===== src/rtl/mdu_ctrl.sv =====
// mdu_ctrl: iterative radix-2 MULT/MULTU/DIV/DIVU sequencer that stalls EX and issues a HI/LO write.
// Optional macro MDU_FAST_MUL_EN: single-cycle W x W multiply; divide stays iterative.
module mdu_ctrl #(
    parameter int DATA_W = 32
) (
    input  logic              clk,
    input  logic              resetn,
    input  logic              start,
    input  logic [1:0]        op,
    input  logic [DATA_W-1:0] srca,
    input  logic [DATA_W-1:0] srcb,
    input  logic              flush,
    output logic              stall_o,
    output logic              busy,
    output logic              hilo_we,
    output logic [DATA_W-1:0] hi_o,
    output logic [DATA_W-1:0] lo_o
);
    localparam int CNT_W = $clog2(DATA_W) + 1;
    localparam logic [CNT_W-1:0] LAST = CNT_W'(DATA_W - 1);

    typedef enum logic [1:0] {S_IDLE, S_MUL, S_DIV, S_DONE} state_t;

`ifdef MDU_FAST_MUL_EN
    localparam state_t MUL_NEXT = S_DONE;
`else
    localparam state_t MUL_NEXT = S_MUL;
`endif

    state_t              r_state, w_next;
    logic [CNT_W-1:0]    r_cnt;
    logic [DATA_W-1:0]   r_acc_hi, r_acc_lo, r_opb;
    logic                r_neg_q, r_neg_r;

    logic                w_accept, w_signed, w_is_div, w_div0, w_last, w_run;
    logic                w_a_neg, w_b_neg;
    logic [DATA_W-1:0]   w_mag_a, w_mag_b;
    logic [DATA_W:0]     w_mul_sum, w_div_sh, w_div_diff;
    logic [DATA_W-1:0]   w_step_hi, w_step_lo;
    logic [2*DATA_W-1:0] w_prod_fix;
    logic [DATA_W-1:0]   w_q_fix, w_r_fix;
`ifdef MDU_FAST_MUL_EN
    logic [2*DATA_W-1:0] w_fast_mag, w_fast_prod;
`endif

    // Operand decode: signed ops iterate on magnitudes and remember result signs.
    always_comb begin
        w_signed = ~op[0];
        w_is_div = op[1];
        w_a_neg  = w_signed & srca[DATA_W-1];
        w_b_neg  = w_signed & srcb[DATA_W-1];
        w_mag_a  = w_a_neg ? -srca : srca;
        w_mag_b  = w_b_neg ? -srcb : srcb;
        w_div0   = w_is_div & (srcb == '0);
        w_accept = (r_state == S_IDLE) & start & ~flush;
        w_last   = (r_cnt == LAST);
        w_run    = (r_state == S_MUL) | (r_state == S_DIV);
    end

`ifdef MDU_FAST_MUL_EN
    always_comb begin
        w_fast_mag  = (2*DATA_W)'(w_mag_a) * (2*DATA_W)'(w_mag_b);
        w_fast_prod = (w_a_neg ^ w_b_neg) ? -w_fast_mag : w_fast_mag;
    end
`endif

    // One datapath step: shift-add for multiply, restoring subtract for divide.
    always_comb begin
        w_mul_sum  = {1'b0, r_acc_hi} + (r_acc_lo[0] ? {1'b0, r_opb} : '0);
        w_div_sh   = {r_acc_hi, r_acc_lo[DATA_W-1]};
        w_div_diff = w_div_sh - {1'b0, r_opb};
        if (r_state == S_DIV) begin
            w_step_hi = w_div_diff[DATA_W] ? w_div_sh[DATA_W-1:0] : w_div_diff[DATA_W-1:0];
            w_step_lo = {r_acc_lo[DATA_W-2:0], ~w_div_diff[DATA_W]};
        end else begin
            w_step_hi = w_mul_sum[DATA_W:1];
            w_step_lo = {w_mul_sum[0], r_acc_lo[DATA_W-1:1]};
        end
        w_prod_fix = r_neg_q ? -{w_step_hi, w_step_lo} : {w_step_hi, w_step_lo};
        w_q_fix    = r_neg_q ? -w_step_lo : w_step_lo;
        w_r_fix    = r_neg_r ? -w_step_hi : w_step_hi;
    end

    always_ff @(posedge clk) begin
        if (!resetn) r_state <= S_IDLE;
        else         r_state <= w_next;
    end

    always_comb begin
        w_next = r_state;
        if (flush) begin
            w_next = S_IDLE;
        end else begin
            case (r_state)
                S_IDLE: begin
                    if (start) begin
                        if (w_div0)        w_next = S_DONE;
                        else if (w_is_div) w_next = S_DIV;
                        else               w_next = MUL_NEXT;
                    end
                end
                S_MUL, S_DIV: if (w_last) w_next = S_DONE;
                S_DONE:       w_next = S_IDLE;
                default:      w_next = S_IDLE;
            endcase
        end
    end

    always_comb begin
        busy    = (r_state != S_IDLE);
        stall_o = resetn & (w_accept | w_run);
        hilo_we = resetn & (r_state == S_DONE) & ~flush;
    end

    // Results land in hi_o/lo_o on entry to DONE so they are valid with hilo_we.
    always_ff @(posedge clk) begin
        if (!resetn) begin
            r_cnt    <= '0;
            r_acc_hi <= '0;
            r_acc_lo <= '0;
            r_opb    <= '0;
            r_neg_q  <= 1'b0;
            r_neg_r  <= 1'b0;
            hi_o     <= '0;
            lo_o     <= '0;
        end else if (w_accept) begin
            r_cnt    <= '0;
            r_acc_hi <= '0;
            r_acc_lo <= w_is_div ? w_mag_a : w_mag_b;
            r_opb    <= w_is_div ? w_mag_b : w_mag_a;
            r_neg_q  <= w_a_neg ^ w_b_neg;
            r_neg_r  <= w_a_neg;
            if (w_div0) begin
                hi_o <= srca;
                lo_o <= '1;
            end
`ifdef MDU_FAST_MUL_EN
            else if (!w_is_div) begin
                {hi_o, lo_o} <= w_fast_prod;
            end
`endif
        end else if (w_run && !flush) begin
            r_cnt    <= r_cnt + 1'b1;
            r_acc_hi <= w_step_hi;
            r_acc_lo <= w_step_lo;
            if (w_last) begin
                if (r_state == S_DIV) begin
                    hi_o <= w_r_fix;
                    lo_o <= w_q_fix;
                end else begin
                    {hi_o, lo_o} <= w_prod_fix;
                end
            end
        end
    end

endmodule


===== config.mk =====
export PLATFORM = sky130hd
export DESIGN_NAME = mdu_ctrl
export DESIGN_NICKNAME = d
export VERILOG_FILES = /design/src/rtl/mdu_ctrl.sv
export SDC_FILE = /design/constraint.sdc
export NUM_CORES = 1
export LEC_CHECK = 0
export ABC_AREA = 1
export BUFFER_PORTS_ARGS = -buffer_cell sky130_fd_sc_hd__buf_2
export CORE_UTILIZATION = 45
export DETAILED_ROUTE_END_ITERATION = 8
export PLACE_DENSITY = 0.65
export SETUP_SLACK_MARGIN = 0.3
export SLEW_MARGIN = 20
export SYNTH_ARGS = -nofsm -noshare
export SYNTH_HDL_FRONTEND = slang
export SYNTH_SLANG_ARGS = --single-unit

===== constraint.sdc =====
create_clock -name clk -period 4 [get_ports clk]
set_input_delay 0.6 -clock clk [delete_from_list [all_inputs] [get_ports clk]]
set_output_delay 0.6 -clock clk [all_outputs]
set_load 0.02 [all_outputs]

After elaboration in Yosys (flattened, before gate mapping)
Cells that the tools add are included.

storage, ports and cells
  bits in registers = 170
  output and inout bits = 67
  logic and storage cells = 79

cells by class
  add/subtract/negate cells = 8
  equal/unequal tests = 7
  mux-type cells = 28
  bitwise logic cells = 15
  reduce and logical (&&, ||, !) cells = 12

operators by type and width
  operator             number
  $mux 32              22
  $neg 32->32          4
  $mux 64              1
  $neg 64->64          1
  $add 32x32->33       1
  $sub 33x32->33       1
  $logic_not 32->1     1
  $and 1x1->1          8
  $mux 2               4
  $add 6x1->6 const B  1
  $eq 6x5->1 const B   1
  $pmux 2 s3           1
  $reduce_bool 2->1    3
  $reduce_or 2->1      3
  $eq 2x2->1 const B   2
  $ne 2x2->1 const B   2
  $not 1->1            4
  $reduce_and 3->1     1
  $eq 2x1->1 const B   1
  $logic_not 2->1      1
  $ne 2x1->1 const B   1
  $or 1x1->1           2
  $reduce_and 2->1     1
  $logic_and 1x1->1    1
  2 further kinds      2

Longest topological paths before layout
Gate-level depths: netlist of the first run.

  depth after elaboration = 9
  gate-level depth with buffers = 37
  depth with buffers taken out = 37

Least setup slack after synthesis of the first run
No wires, ideal clock.

  path kind = reg2reg
  start point = reg r_acc_lo[31]
  end point = reg hi_o[14]
  setup time = 0.134 ns
  arrival time = 3.860 ns
  required time = 3.866 ns
  path slack = 0.007 ns
  cell stages (with the launch flop) = 37
  period minus slack after synthesis = 3.993 ns
  cells stage by stage = dfxtp_1 inv_1 ha_1 fa_1 inv_1 nand2_1 nand2_1 nand3_1 nand2_2 nand2_2 nand2_2 nand2_2 nand2_2 nand2_4 nand3_2 nand2_4 inv_2 ha_1 inv_1 nor2_1 nand3_1 nor2_2 nand2_1 nor2_1 nand4_1 nor2_2 nand3b_1 nor2_1 nand3_1 nand2_1 inv_1 nor2_4 nand2_1 nand3_1 nand2_1 o21ai_1 a21oi_1

on the way
  word-level cells in the longest chain between the ends = 9
  elaborated cells on any way between the ends = 13
  classes of those cells = 3 x add/sub; 9 x mux; 1 x bitwise

RTL lines
  item                                               RTL line  text
  start, declared                                    32        logic [DATA_W-1:0] r_acc_hi, r_acc_lo, r_opb;
  start signal, assigned                             129       r_acc_lo <= w_is_div ? w_mag_a : w_mag_b;
  start signal, assigned                             145       r_acc_lo <= w_step_lo;
  $sub 33x32->33                                     71        w_div_diff = w_div_sh - {1'b0, r_opb};
  $mux 32 / $not 1->1 (equally long branches)        73, 74
  $mux 32                                            72        if (r_state == S_DIV) begin
  $neg 64->64 / $neg 32->32 (equally long branches)  79, 81
  $mux 64 / $mux 32 (equally long branches)          79, 81
  $mux 32 (*)                                        147       if (r_state == S_DIV) begin
  $mux 32 (*)                                        146       if (w_last) begin
  $mux 32 (*)                                        142       end else if (w_run && !flush) begin
  $mux 32 (*)                                        126       end else if (w_accept) begin
  end signal, assigned                               134       hi_o <= srca;
  end signal, assigned                               148       hi_o <= w_r_fix;
  end signal, assigned                               151       {hi_o, lo_o} <= w_prod_fix;
  end, declared                                      16        output logic [DATA_W-1:0] hi_o,

Every way passes the cells marked *; elsewhere a longest branch is shown, timed or not. The select of a mux whose other input is x is not followed.
A chain may end at the register's enable or synchronous reset.

Final worst setup path of the first run
Ends and elaborated chain as after synthesis.

==> results of run 1 <==
layer usage:
metal / routed length, um / track usage (%) / up-vias
met5: 0 / 0 / -
met4: 6960 / 30.7 / 0
met3: 6620 / 7.63 / 314
met2: 37200 / 67.1 / 1107
met1: 32900 / 50.1 / 10400
li1: - / - / 10800
how the worst min path moves through the flow:
stage | cells past startpoint | from | endpoint
2_1_floorplan | 2 | r_opb[3] | r_opb[3]
3_3_place_gp | 2 | hi_o[26] | hi_o[26]
3_5_place_dp | 2 | hi_o[22] | hi_o[22]
4_1_cts | 4 | flush | r_state[1]
5_1_grt | 4 | flush | r_state[1]
6_report | 4 | flush | r_state[1]
power breakdown:
part           internal (mW)  total [mW]  switching (mW)
Clock                  0.848        1.76           0.914
Combinational           1.73        4.66            2.92
Sequential              1.76        1.81          0.0469
cells in the final DEF (no fill, tap or decap), drive strengths merged, types with 24 or more instances in the layout:
cell,instances
o21ai,216
o211ai,24
ha,73
a21oi,180
inv,551
buf,568
nand3b,24
nor2,297
o22ai,24
nand2,970
dfxtp,170
xor2,72
nand3,201
nor3,36
final cells by class:
class	count	area, um2	area share (%)
inverters	546	2060	8.92
clock buffers	18	439	1.90
well taps	511	639	2.77
flip-flops and latches	170	3410	14.8
multi-input cells	2270	12300	53.5
clock inverters	14	149	0.646
repair buffers	568	4020	17.4
registers in the layout (all words and copies together), names as in the netlist:
name	cells
r_neg_r	1
r_state	2
r_opb	32
hi_o	32
r_neg_q	1
r_cnt	6
r_acc_hi	32
lo_o	32
r_acc_lo	32
critical path: cells and delay by family (launching register included):
family,cells,cell delay [ns]
AO/OA/AOI/OAI,2,0.24
adder cells (fa/ha/maj),3,0.64
buffers and inverters,5,0.28
flip-flops,1,0.34
AND/OR/NAND/NOR,26,2.78
cell families after synthesis:
| kind of cell | Yosys count | share of synthesized area, % |
|---|---|---|
| buf+inv | 650 | 14.5 |
| flops | 170 | 19.6 |
| compound gates | 529 | 17.6 |
| simple gates | 1574 | 38.3 |
| fa+ha+maj | 75 | 5.48 |
| xor+xnor | 92 | 4.63 |
repair_timing:
| item | 4_1_cts | 5_1_grt |
|---|---|---|
| endpoints found under the setup margin | 34 | 40 |
| pin swaps | 33 | 50 |
| setup buffers | 20 | 32 |
| endpoints found under the hold margin | 0 | 0 |
| gates resized for setup | 42 | 182 |
metrics by stage:
step	total power, mW	TNS (ns)	area [um2]	hold WS (ns)
finish	8.23	-5.84	23100	0.444
global route	8.65	-10.01	23100	0.471
CTS	7.66	-1.09	22100	0.425
detailed placement	5.79	-4.92	21200	0.454
global placement	5.74	-2.72	21200	0.451
floorplan	4.21	0	17500	0.448
==> impl_metrics.toml, run 1 <==
[run_status]
status = "finished, violations left"
violations = "setup timing"

[cts]
htreeDepth = 4
path_clk_slew_ns = 0.08
clk-insertion-delay-late_ns = 0.52
cts_buffer_depth = 2
clock-sinks = 170
cts_buffers = 17
hold_buffers = 0
clock_tree.root_cell = "clkbuf_16"
cts_tree = "built"

[final_layout]
area_growth_pct = 32.5
layout.cells.non_filler = 4097
final_util_pct = 60.9
diodes = 0
fillCellCount = 3828
fin_nets = 3718
layout-drive-gt1-share_pct = 23.8

[worst_hold_path]
hold_path_class = "in2reg"

[logic_synthesis]
yosysTopAreaCell = "nand2_1"
syn_area_um2 = 17400
yosysMostFrequentCell = "nand2_1"
yosys-top-cells-area = "nand2_1 (20%), dfxtp_1 (20%), inv_1 (12%)"
async_flop_share_pct = 0
syn_avg_cell_area_um2 = 5.63
synth_ff_type = "dfxtp_1"
ys_seq_area_share_pct = 19.6
syn_inst = 3090
synth_common_cells = "nand2_1 (938), inv_1 (535), nor2_1 (272), o21ai_0 (194), nand3_1 (193)"
ys_ff_latch = 170
synth_edf_count = 0
synth.distinct_cells = 58
synth_warnings = 0
synth_nets = 3235
yosysTopAreaCellShare_pct = 20.2

[timing]
setup_viol = 16
slew_headroom_pct = 25.7
rsz0062_at_grt = "yes"
drv_slew = 0
period_needed_ns = 4.45
hold_viol_final = 0
skew_ns = 0.0148
fmax_mhz = 225
worst_pin_slew_ns = 1.11
fin_ws_ns = -0.448
finalCritPeriodShare_pct = 111

[worst_setup_path]
max_stage_delay_ns = 0.36
r2r_cells = 36
required_ns = 4.37
critical_path.max_fanout = 5
r2r-end = "hi_o[14]"
r2r-start = "r_acc_lo[31]"
cp-endpoint = "hi_o[14]"
critical_path_class = "reg2reg"
r2r_slack_ns = -0.45
cp-start-kind = "flop"
cp_slowest_cell = "fa_2"
startpoint = "r_acc_lo[31]"
cp.arrival_ns = 4.81
worst_setup_path_end_kind = "flop"

[drt]
routed_wl_mm = 83.8
drt_iter0_markers = 2215
wl_per_cell_um = 20.4
vias_per_cell = 5.52
route.detailed.drc = 0
antenna_left = 0
first_pass_iters = 6
vias = 22600

[place]
portBuffers = 136
place_congestion = 1.09
dp_hpwl_mm = 67.0
placed_cells = 4013
place_ws_ns = -0.467

[global_route]
grt_pass1_wl_mm = 121
antenna_found_initial = 2
grt.total_usage_pct = 41.9
grt_max_degree = 55
grt_pass1_vias = 21000
grt_overflow_total = 0

[die]
rows = 71
fp.coreArea_um2 = 37800
dieHeight_um = 199
dieArea_um2 = 39500
die-width_um = 199
pin_count = 137
initial_core_util_pct = 46.0

[job]
maxCapViolCount = 0

[power]
p_per_area_nw_per_um2 = 357
total_leakage_power_nw = 12.6
ir_drop_mv = 0.379
Note: power is estimated with default switching activity, not from simulation.
==> inputs of run 2 (changes only) <==
--- a/config.mk
+++ b/config.mk
@@ -9,7 +9,6 @@
 export BUFFER_PORTS_ARGS = -buffer_cell sky130_fd_sc_hd__buf_2
 export CORE_UTILIZATION = 45
 export DETAILED_ROUTE_END_ITERATION = 8
-export PLACE_DENSITY = 0.65
 export SETUP_SLACK_MARGIN = 0.3
 export SLEW_MARGIN = 20
 export SYNTH_ARGS = -nofsm -noshare
==> constraint.sdc (replaced) <==
create_clock -name clk -period 4.5 [get_ports clk]
set_input_delay 0.675 -clock clk [delete_from_list [all_inputs] [get_ports clk]]
set_output_delay 0.675 -clock clk [all_outputs]
set_load 0.02 [all_outputs]
==> impl_metrics.toml, run 2 (synthesis results as in run 1) <==
[cts]
clock_tree.root_cell = "clkbuf_16"
hold_buffers = 0
cts_tree = "built"
clk-insertion-delay-late_ns = 0.49
cts_buffers = 17
path_clk_slew_ns = 0.08
htreeDepth = 4
clock-sinks = 170
cts_buffer_depth = 2

[place]
dp_hpwl_mm = 64.1
place_congestion = 1.03
place_ws_ns = -0.0257
portBuffers = 136

[worst_setup_path]
cp-start-kind = "flop"
r2r-start = "r_acc_hi[8]"
critical_path.max_fanout = 4
required_ns = 4.91
max_stage_delay_ns = 0.50
cp_common_cell = "nand2_1"
r2r_slack_ns = 0.31
cp_slowest_cell = "dfxtp_1"
cp.arrival_ns = 4.60
startpoint = "r_acc_hi[8]"
r2r_cells = 33
critical_path_class = "reg2reg"
worst_setup_path_end_kind = "flop"

[drt]
route.detailed.drc = 0
wl_per_cell_um = 20.9
drt_iter0_markers = 2468
antenna_left = 0
vias = 21200
vias_per_cell = 5.58
routed_wl_mm = 79.1
first_pass_iters = 6

[die]
initial_core_util_pct = 46.0
die-width_um = 199
dieArea_um2 = 39500
rows = 71
fp.coreArea_um2 = 37800
dieHeight_um = 199
pin_count = 137

[timing]
hold_viol_final = 0
worst_pin_slew_ns = 1.10
finalCritPeriodShare_pct = 93.0
slew_headroom_pct = 26.0
drv_slew = 0
fin_ws_ns = 0.315
setup_viol = 0
skew_ns = 0.0152
period_needed_ns = 4.19
rsz0062_at_grt = "yes"
fmax_mhz = 239
hold_ws_ns = 0.461

[power]
p_per_area_nw_per_um2 = 327
total_leakage_power_nw = 10.9
ir_drop_mv = 0.278

[global_route]
antenna_found_initial = 3
grt.total_usage_pct = 39.8
grt_pass1_vias = 19300
grt_max_degree = 51
grt_pass1_wl_mm = 115
grt_overflow_total = 0

[run_status]
status = "finished, final reports clean"

[final_layout]
diodes = 0
multi_input_area_um2 = 11800
seqCellArea_um2 = 3410
area_growth_pct = 16.2
fillCellCount = 4113
final_common_cell = "nand2_1"
fin_nets = 3414
layout-drive-gt1-share_pct = 14.2
final_cell_mix = "nand2_1 (925), inv_1 (527), nor2_1 (259), o21ai_0 (185), nand3_1 (181)"

[job]
maxCapViolCount = 0

[worst_hold_path]
hold_start = "hi_o[11]"
whs_path_depth = 2
hold_path_class = "reg2reg"
## run 2: final timing paths
check / endpoint
min reg2reg: hi_o[11]
min: hi_o[11]
max: hi_o[16]
max reg2reg: hi_o[16]
## run 2: routing by layer
metal	GRT usage (%)	share of wire (%)
met3	5.39	7.6
met2	63.5	45
met5	0	0.016
met4	26.4	7.4
met1	49.9	40
## run 2: critical path: cells and delay by family, from the launching register on
kind                     cells  cell delay, ns
AND/OR/NAND/NOR             21            2.05
AO/OA/AOI/OAI                4            0.63
buffers and inverters        6            0.51
flip-flops                   1            0.50
adder cells (fa/ha/maj)      2            0.40
## run 2: cell type report
| cell class | instances | area share, % |
|---|---|---|
| Multi-Input combinational cell | 2270 | 58.5 |
| Sequential cell | 170 | 16.8 |
| Inverter | 546 | 10.1 |
| Timing Repair Buffer | 264 | 8.37 |
| Tap cell | 511 | 3.16 |
| Clock buffer | 18 | 2.12 |
| Clock inverter | 14 | 0.866 |
## run 2: what timing repair did
item                                    in CTS  in global routing
setup buffers                               10                 14
endpoints found under the setup margin      16                 29
resized for setup                           23                 67
pin swaps                                   17                 30
## run 2: where the power goes
group / total, mW / internal, mW / switching (mW)
logic: 3.39 / 1.07 / 2.32
registers: 1.62 / 1.57 / 0.0552
clock network: 1.61 / 0.842 / 0.767
## run 2: per-stage QoR
stage          cell area (um2)  power, mW  setup TNS, ns  std cells  utilization (%)
3_3_place_gp             19100       4.76              0       3737             50.4
6_report                 20200       6.61              0       3793             53.5
2_1_floorplan            17400       3.72              0       3090                -
4_1_cts                  19800       6.43              0       3779             52.4
3_5_place_dp             19100       4.77        -0.0721       3737             50.4
5_1_grt                  20200       6.96              0       3793             53.5
